===== config.mk =====
export PLATFORM = sky130hd
export DESIGN_NAME = conv_eng_pipe
export DESIGN_NICKNAME = d
export VERILOG_FILES = /design/src/rtl/conv_pkg.sv /design/src/rtl/conv_add_tree.sv /design/src/rtl/conv_eng_pipe.sv
export SDC_FILE = /design/constraint.sdc
export NUM_CORES = 2
export LEC_CHECK = 0
export BUFFER_PORTS_ARGS = -buffer_cell sky130_fd_sc_hd__buf_2
export CAP_MARGIN = 0
export CORE_AREA = 5 5 260 262
export CTS_BUF_LIST = sky130_fd_sc_hd__clkbuf_2
export CTS_CLUSTER_DIAMETER = 120
export DETAILED_ROUTE_END_ITERATION = 12
export DIE_AREA = 0 0 265 267
export MAX_ROUTING_LAYER = met4
export PLACE_DENSITY = 0.8
export SYNTH_ARGS = -nofsm -noshare
export SYNTH_HDL_FRONTEND = slang
export SYNTH_SLANG_ARGS = --single-unit
export TNS_END_PERCENT = 50

===== constraint.sdc =====
create_clock -name clk -period 2.1 [get_ports clk]
set_input_delay 0.21 -clock clk [delete_from_list [all_inputs] [get_ports clk]]
set_output_delay 0.21 -clock clk [all_outputs]
set_load 0.05 [all_outputs]

===== src/rtl/conv_pkg.sv =====
// Shared constants and width helpers for the convolution datapath (line buffer and engine).
package conv_pkg;

  localparam int CONV_DATA_W = 8;
  localparam int CONV_KERNEL = 9;
  localparam int CONV_OUT_W  = 16;

  function automatic int clog2(input int n);
    int r;
    r = 0;
    while ((1 << r) < n) r++;
    return r;
  endfunction

  function automatic int prod_w(input int data_w);
    return 2 * data_w;
  endfunction

  // Tree output width: one extra bit per reduction level, so no add can overflow.
  function automatic int sum_w(input int data_w, input int kernel);
    return prod_w(data_w) + clog2(kernel);
  endfunction

endpackage


===== src/rtl/conv_add_tree.sv =====
// Registered adder tree: one pipeline level per reduction step, with valid/first/last
// sideband travelling alongside. All levels advance together on en.
module conv_add_tree
  import conv_pkg::*;
#(
  parameter int N    = 9,
  parameter int IN_W = 16
) (
  input  logic                     clk,
  input  logic                     rst_n,
  input  logic                     en,
  input  logic                     clr,
  input  logic                     in_vld,
  input  logic                     in_first,
  input  logic                     in_last,
  input  logic [N*IN_W-1:0]        in_data,
  output logic                     out_vld,
  output logic                     out_first,
  output logic                     out_last,
  output logic [IN_W+clog2(N)-1:0] out_sum
);

  localparam int LEVELS = clog2(N);
  localparam int OW     = IN_W + LEVELS;

  function automatic int cnt(input int l);
    return (N + (1 << l) - 1) >> l;
  endfunction

  function automatic int off(input int l);
    int s;
    s = 0;
    for (int k = 0; k < l; k++) s += cnt(k);
    return s;
  endfunction

  localparam int TOTAL     = off(LEVELS + 1);
  localparam int REG_NODES = TOTAL - N;

  logic [N*OW-1:0]         lvl0;
  logic [TOTAL*OW-1:0]     nodes;
  logic [REG_NODES*OW-1:0] tree_q, tree_d;
  logic [LEVELS-1:0]       vld_q, vld_d;
  logic [LEVELS-1:0]       first_q, first_d;
  logic [LEVELS-1:0]       last_q, last_d;

  always_comb begin
    lvl0 = '0;
    for (int i = 0; i < N; i++)
      lvl0[i*OW +: OW] = OW'(in_data[i*IN_W +: IN_W]);
  end

  // All levels share one flat node vector: level 0 at the bottom, root at the top.
  assign nodes = {tree_q, lvl0};

  always_comb begin
    tree_d = '0;
    for (int l = 1; l <= LEVELS; l++) begin
      for (int j = 0; j < cnt(l); j++) begin
        tree_d[(off(l) - N + j)*OW +: OW] =
          nodes[(off(l-1) + 2*j)*OW +: OW] +
          ((2*j + 1 < cnt(l-1)) ? nodes[(off(l-1) + 2*j + 1)*OW +: OW] : '0);
      end
    end
  end

  always_comb begin
    vld_d      = vld_q;
    first_d    = first_q;
    last_d     = last_q;
    vld_d[0]   = in_vld;
    first_d[0] = in_first;
    last_d[0]  = in_last;
    for (int l = 1; l < LEVELS; l++) begin
      vld_d[l]   = vld_q[l-1];
      first_d[l] = first_q[l-1];
      last_d[l]  = last_q[l-1];
    end
  end

  always_ff @(posedge clk or negedge rst_n) begin
    if (!rst_n) begin
      tree_q  <= '0;
      vld_q   <= '0;
      first_q <= '0;
      last_q  <= '0;
    end else if (clr) begin
      vld_q <= '0;
    end else if (en) begin
      tree_q  <= tree_d;
      vld_q   <= vld_d;
      first_q <= first_d;
      last_q  <= last_d;
    end
  end

  assign out_vld   = vld_q[LEVELS-1];
  assign out_first = first_q[LEVELS-1];
  assign out_last  = last_q[LEVELS-1];
  assign out_sum   = nodes[off(LEVELS)*OW +: OW];

endmodule


===== src/rtl/conv_eng_pipe.sv =====
// Pipelined convolution engine: multiply stage, registered adder tree, channel accumulator.
// Define CONV_SAT_EN to clip results to OUT_W bits and flag it on ovf; otherwise truncate.
module conv_eng_pipe
  import conv_pkg::*;
#(
  parameter int DATA_W = CONV_DATA_W,
  parameter int KERNEL = CONV_KERNEL,
  parameter int ACC_W  = 32,
  parameter int OUT_W  = CONV_OUT_W
) (
  input  logic                     clk,
  input  logic                     rstn_,
  input  logic                     clr,
  input  logic                     in_valid,
  output logic                     in_ready,
  input  logic                     in_first,
  input  logic                     in_last,
  input  logic [KERNEL*DATA_W-1:0] nums_to_multiply,
  input  logic [KERNEL*DATA_W-1:0] weights,
  output logic                     out_valid,
  input  logic                     out_ready,
  output logic [OUT_W-1:0]         result,
  output logic                     ovf
);

  localparam int PROD_W = prod_w(DATA_W);
  localparam int SUM_W  = sum_w(DATA_W, KERNEL);

  logic                     adv;
  logic [KERNEL*PROD_W-1:0] prod_d, prod_q;
  logic                     m_vld_q, m_first_q, m_last_q;
  logic                     t_vld, t_first, t_last;
  logic [SUM_W-1:0]         t_sum;
  logic [ACC_W-1:0]         acc_q, acc_d;
  logic [OUT_W-1:0]         result_q, result_d;
  logic                     out_valid_q, ovf_q, ovf_d;

  // Global stall: every stage holds while a result waits for the writer.
  assign adv      = ~out_valid_q | out_ready;
  assign in_ready = adv;

  always_comb begin
    prod_d = '0;
    for (int i = 0; i < KERNEL; i++)
      prod_d[i*PROD_W +: PROD_W] = PROD_W'(nums_to_multiply[i*DATA_W +: DATA_W]) *
                                   PROD_W'(weights[i*DATA_W +: DATA_W]);
  end

  always_ff @(posedge clk or negedge rstn_) begin
    if (!rstn_) begin
      m_vld_q   <= 1'b0;
      m_first_q <= 1'b0;
      m_last_q  <= 1'b0;
      prod_q    <= '0;
    end else if (clr) begin
      m_vld_q <= 1'b0;
    end else if (adv) begin
      m_vld_q   <= in_valid;
      m_first_q <= in_first;
      m_last_q  <= in_last;
      prod_q    <= prod_d;
    end
  end

  conv_add_tree #(
    .N    (KERNEL),
    .IN_W (PROD_W)
  ) u_tree (
    .clk       (clk),
    .rst_n     (rstn_),
    .en        (adv),
    .clr       (clr),
    .in_vld    (m_vld_q),
    .in_first  (m_first_q),
    .in_last   (m_last_q),
    .in_data   (prod_q),
    .out_vld   (t_vld),
    .out_first (t_first),
    .out_last  (t_last),
    .out_sum   (t_sum)
  );

  assign acc_d = t_first ? ACC_W'(t_sum) : acc_q + ACC_W'(t_sum);

`ifdef CONV_SAT_EN
  always_comb begin
    ovf_d    = (acc_d >> OUT_W) != '0;
    result_d = ovf_d ? '1 : acc_d[OUT_W-1:0];
  end
`else
  assign ovf_d    = 1'b0;
  assign result_d = acc_d[OUT_W-1:0];
`endif

  always_ff @(posedge clk or negedge rstn_) begin
    if (!rstn_) begin
      acc_q       <= '0;
      result_q    <= '0;
      ovf_q       <= 1'b0;
      out_valid_q <= 1'b0;
    end else if (clr) begin
      acc_q       <= '0;
      result_q    <= '0;
      ovf_q       <= 1'b0;
      out_valid_q <= 1'b0;
    end else if (adv) begin
      out_valid_q <= 1'b0;
      if (t_vld) begin
        acc_q <= acc_d;
        if (t_last) begin
          result_q    <= result_d;
          ovf_q       <= ovf_d;
          out_valid_q <= 1'b1;
        end
      end
    end
  end

  assign out_valid = out_valid_q;
  assign result    = result_q;
  assign ovf       = ovf_q;

endmodule

* Word-level counts from Yosys, hierarchy flattened *
Index checks and enable logic that the tools add are counted.

word-level totals
  RAM bits = 0
  register bits = 417
  bits in latches = 0
  memories kept = 0
  word-level logic and storage cells = 59
  input bits = 151
  bits in read-only memories = 0

operators by class
  bitwise operators = 3
  add/subtract/negate cells = 9
  multiply operators = 9
  mux-type cells = 20
  $lt $le $gt $ge = 0
  reductions and logical operators = 6
  div/mod/pow operators = 0
  equal/unequal tests = 0
  shift-type cells = 0

operator list
  kind                        number
  multiplier 8 x 8 -> 16 bit  9
  2-to-1 mux 32 bit           4
  adder 16 x 16 -> 17 bit     4
  2-to-1 mux 16 bit           4
  adder 20 bit                3
  adder 32 x 20 -> 32 bit     1
  adder 20 x 16 -> 20 bit     1
  2-to-1 mux 1 bit            10
  2-to-1 mux 4 bit            2
  nonzero test 2 bit          3
  AND reduction 2 bit         2
  AND reduction 3 bit         1
  NOT 1 bit                   2
  OR 1 bit                    1

* Logic depth before layout (Yosys ltp) *
  word-level depth = 6
  mapped depth = 17

* Cells and area by module *
A second synthesis with hierarchy kept.

unflattened totals
  cells, all modules = 4429
  area, all modules = 39724.3 um2

by module, submodules not included
  module         area each (um2)  sequential area each (um2)  instances  cells an instance
  conv_eng_pipe  26337.8          4504.3                      1          2918
  conv_add_tree  13386.6          5079.9                      1          1511

* Least setup slack after synthesis *
No wires, ideal clock.

  path kind = in2reg
  from = in weights[55]
  to = reg prod_q[111]
  buffers on the path = 0
  required time = 2018 ps
  stages = 14
  setup slack = -1885 ps
  data arrival time = 3903 ps
  library setup time = 82 ps
  cell sequence = nand2_1 -> fa_1 -> fa_1 -> inv_1 -> fa_1 -> inv_1 -> fa_1 -> inv_1 -> ha_1 -> a21boi_1 -> o41ai_1 -> a31oi_1 -> or3_1 -> a31oi_1

on the way
  word-level cells in the longest chain between the ends = 1

ends and longest elaborated chain
  element                     RTL line             RTL
  start: declaration          conv_eng_pipe.sv:19  input logic [KERNEL*DATA_W-1:0] weights,
  multiplier 8 x 8 -> 16 bit  conv_eng_pipe.sv:45  prod_d[i*PROD_W +: PROD_W] = PROD_W'(nums_to_multiply[i*DATA_W +: DATA_W]) *
  end signal: assignment      conv_eng_pipe.sv:61  prod_q <= prod_d;
  end: declaration            conv_eng_pipe.sv:30  logic [KERNEL*PROD_W-1:0] prod_d, prod_q;

No other way between the ends.
A chain may end at the register's enable or synchronous reset.

* Worst setup path after layout *
  from = in weights[26]
  to = reg prod_q[60]

Same word-level chain as after synthesis.

==> results list <==
- The run finished, with violations left.
- The final reports fail on negative hold slack, negative setup slack.
* Number of synthesized register bits: 368
- Critical register-to-register path startpoint: u_tree.tree_q[160]
- Number of library cell types mapped by synthesis: 68
- The total count of max-transition violations in the final report was 0.
- The critical path runs through a total of 18 cells.
- Summed over all instances, the cell type with the most area after synthesis is sky130_fd_sc_hd__dfrtp_1.
- A synthesized cell averages 8.88 sq um.
* R2r setup slk: -0.30 ns
- Counting cells, the worst reg-to-reg path comes to 10.
- In this run the count of I/O pins placed on the die edge is 170.
- Number of flops mapped to enable cells by yosys: 0
- Hold path startpoint: nums_to_multiply[17]
* Post-Route Hold Slack: -0.0382 ns
- At the end of routability-driven placement, the weighted congestion stood at 0.935.
- The count of nets left with antenna violations once routing finished came out at 0.
- Layout overhead on the synthesized area: 34.2%
- Cells with a size suffix above 1 make up 31.5% of the layout.
- Worst clock skew: 0.0753 ns
* Combined buffer and inverter count along the critical path: 7
* Kind of end point of the critical path: register
* Library cell with the highest instance count after synthesis: sky130_fd_sc_hd__nand2_1
- After clock tree synthesis, the clock-pin slew on the worst setup and hold paths is 0.09 ns.
- Half-perimeter wire length after placement: 72,300 microns
- Timing would allow up to 301 MHz.
- Starting density of the core: 58.1%
- In the post-synthesis netlist, the biggest area contributors are sky130_fd_sc_hd__dfrtp_1 24%, sky130_fd_sc_hd__fa_1 18%, sky130_fd_sc_hd__ha_1 15%.
- The slowest stage of the critical path is the sky130_fd_sc_hd__fa_1 cell.
- After layout, the worst setup slack is -1.22 ns.
- After floorplanning, the core was sized to cover 0.0652 sq mm.
- The design draws 62.3 mW.
- Post-route setup TNS: -58.58 ns
* Clock network latency to the later pin of the worst-skew pair: 1.16 ns
- Die Y: 267 microns
* Max transition margin: 64.2%
- Number of endpoints with negative hold slack in the final report: 1
- Across the run, the number of max-cap violations was 0.
- Sequential-to-total area share from yosys stat: 24.3%
- Final setup fails: 149
- The top cell type by area accounts for 24.3% of the synthesized area.
* CP Max Fanout: 4
- The first TritonRoute pass finished after 8 iterations.
- In this run, the number of DRC markers left after iteration 0 of detailed routing was 2,445.
- Critical path's top delay family: adder cells
- I/O Buffers: 168
* H-tree lvl count: 3
- Termination of the worst setup path: prod_q[60]
- Summing all multi-input logic gate instances after layout gives 0.0298 sq mm.
* Arrival @ worst endpoint: 4.30 ns
- In this run the worst setup path begins at weights[26].
* Avg Vias per Cell: 5.60
* Leakage power: 25.3 nW
- Data required, critical path: 3.09 ns
- The number of nets handed over by synthesis was 5,204.
- TritonCTS built the clock tree.
* Fin crit share: 158%
- Average wire per cell in the routed design: 18.0 microns
- Die width: 265 microns
* Number of global-route vias before repair: 35,100
- Top cells by count, synth: 711 x sky130_fd_sc_hd__nand2_1, 527 x sky130_fd_sc_hd__inv_1, 459 x sky130_fd_sc_hd__ha_1
* Number of standard cells after synthesis: 4,261
* Cell area after synthesis: 0.0378 sq mm
* Number of sinks on the clock net: 368
- The signal on the critical path passes through buf_8 -> and2_4 -> fa_1 -> inv_2 -> fa_1 -> inv_2 -> fa_1 -> inv_2 -> fa_1 -> inv_2 -> ha_4 -> o21a_1 -> o2111ai_2 -> o21ai_2 -> buf_4 -> buf_4 -> xnor2_1 -> o21ai_1.
- Buffers inserted during clock tree synthesis total 99.
* Area of the die: 0.0708 sq mm
- The root buffer cell chosen for the clock tree is sky130_fd_sc_hd__clkbuf_2.
* Pwr/cell area: 1230 mW/mm^2
- Detailed routing inserted a total of 34,300 vias.
- Storage cell area: 0.00922 sq mm
* Combined global-route utilization of all metal layers: 28.2%
- Peak supply drop: 0.702 mV
- The first global-routing pass estimated 165,000 microns of wire.
- Setup repair after global routing could not meet its margin everywhere.
* Number of fillers in the final layout: 3,751
* Fraction of synthesis flops using an asynchronous set or reset pin: 100%
- For the pin with the worst max-slew slack, the measured transition is 0.537 ns.
* Clock tree buffer depth: 3
- In the synthesized netlist the dominant register cell turns out to be sky130_fd_sc_hd__dfrtp_1.
- NumNets Final: 6,127
- Final Critical Period: 3.32 ns
- The initial antenna violation count came to 3.
- Routed wire length: 110,000 microns
* Residual DRC: 0
* Worst Hold Depth: 8
- The worst setup path is launched from a primary input.
- Largest net degree at the start of global routing: 107
- Critical register-to-register path endpoint: u_tree.tree_q[212]
- The critical path is of the primary input to register type.
- The total overflow left after global routing is 0.
- Row cnt: 94
- Class of the tightest hold or removal check: primary input to register
- Slowest cell delay on critical path: 0.56 ns
- Warnings, synthesis: 0
tightest hold or removal path: stages:
cell and delay [ns]:
sky130_fd_sc_hd__buf_6 0.10, sky130_fd_sc_hd__buf_4 0.10, sky130_fd_sc_hd__and2_1 0.11, sky130_fd_sc_hd__ha_1 0.14, sky130_fd_sc_hd__ha_1 0.14, sky130_fd_sc_hd__ha_1 0.13, sky130_fd_sc_hd__nand2_1 0.05, sky130_fd_sc_hd__nand2_1 0.05
power breakdown:
group	switching (mW)	total [mW]	internal, mW
clock network	3.18	4.98	1.80
registers	2.23	12.0	9.73
logic	23.1	45.4	22.2
state kept, by name, indices dropped and copies added, names as in the netlist:
name            cells
m_vld_q             1
result             16
prod_q            144
acc_q              16
out_valid           1
m_first_q           1
u_tree.vld_q        4
m_last_q            1
u_tree.tree_q     176
u_tree.first_q      4
u_tree.last_q       4
how the worst min path moves through the flow:
stage                      end  slack, ns
floorplan             acc_q[0]      -0.09
global placement     acc_q[13]       0.12
detailed placement   acc_q[13]       0.12
CTS                 prod_q[35]      -0.08
global route        prod_q[35]      -0.05
finish              prod_q[35]      -0.04
cell usage in the layout, fill, tap and decap left out, drive strengths merged, types with 26 or more instances in the layout:
cell type	n
nor2	115
xnor2	92
buf	834
nand2	711
fa	333
inv	532
nor3	34
dlygate4sd3	76
o21ai	327
and2	455
dfrtp	368
nand3	31
a31oi	32
a21oi	155
ha	459
xor2	111
nand2b	32
clkbuf	138
nor2b	26
o31ai	26
a21o	64
o21a	27
layer usage:
metal / wire length, microns / part of all wire (%) / global-route usage [%] / vias to the layer above
li1: - / - / - / 15900
met1: 42400 / 38 / 33.6 / 16800
met2: 57700 / 52 / 50.6 / 1198
met3: 5540 / 5.0 / 3.80 / 406
met4: 4650 / 4.2 / 7.94 / 0
met5: 0 / 0 / - / -
timing repair:
action / CTS / global route
resized for setup: 529 / 442
buffers inserted: 47 / 62
pin swaps: 343 / 413
setup endpoints to repair: 176 / 208
hold buffers: 83 / 2
hold endpoints to repair: 649 / 2
cells by family after synthesis:
kind of cell,synth area share (%)
simple gates,18.8
fa+ha+maj,32.8
compound gates,12.8
buf+inv,6.30
flops,24.3
xor+xnor,4.70
mux,0.248
other cells,0.00991
metrics by stage:
step | hold slack (ns) | instances | utilization (%) | setup WS (ns) | cell area, sq um
after floorplan | -0.0856 | 4261 | - | -1.81 | 38900
after global routing | -0.0512 | 6119 | 77.9 | -1.30 | 50800
after global placement | 0.115 | 5782 | 69.0 | -2.07 | 45000
final | -0.0382 | 6119 | 77.9 | -1.22 | 50800
after CTS | -0.0849 | 6071 | 74.7 | -0.914 | 48700
after detailed placement | 0.120 | 5782 | 69.0 | -2.14 | 45000
cell type report:
cell class | instances | area share, %
well taps | 864 | 2.13
repair buffers | 917 | 15.6
multi-input cells | 3271 | 58.6
inverters | 527 | 3.90
clock buffers | 138 | 1.36
clock inverters | 30 | 0.281
flip-flops and latches | 368 | 18.2
diodes | 4 | 0.0197
Note: power is estimated with default switching activity, not from simulation.
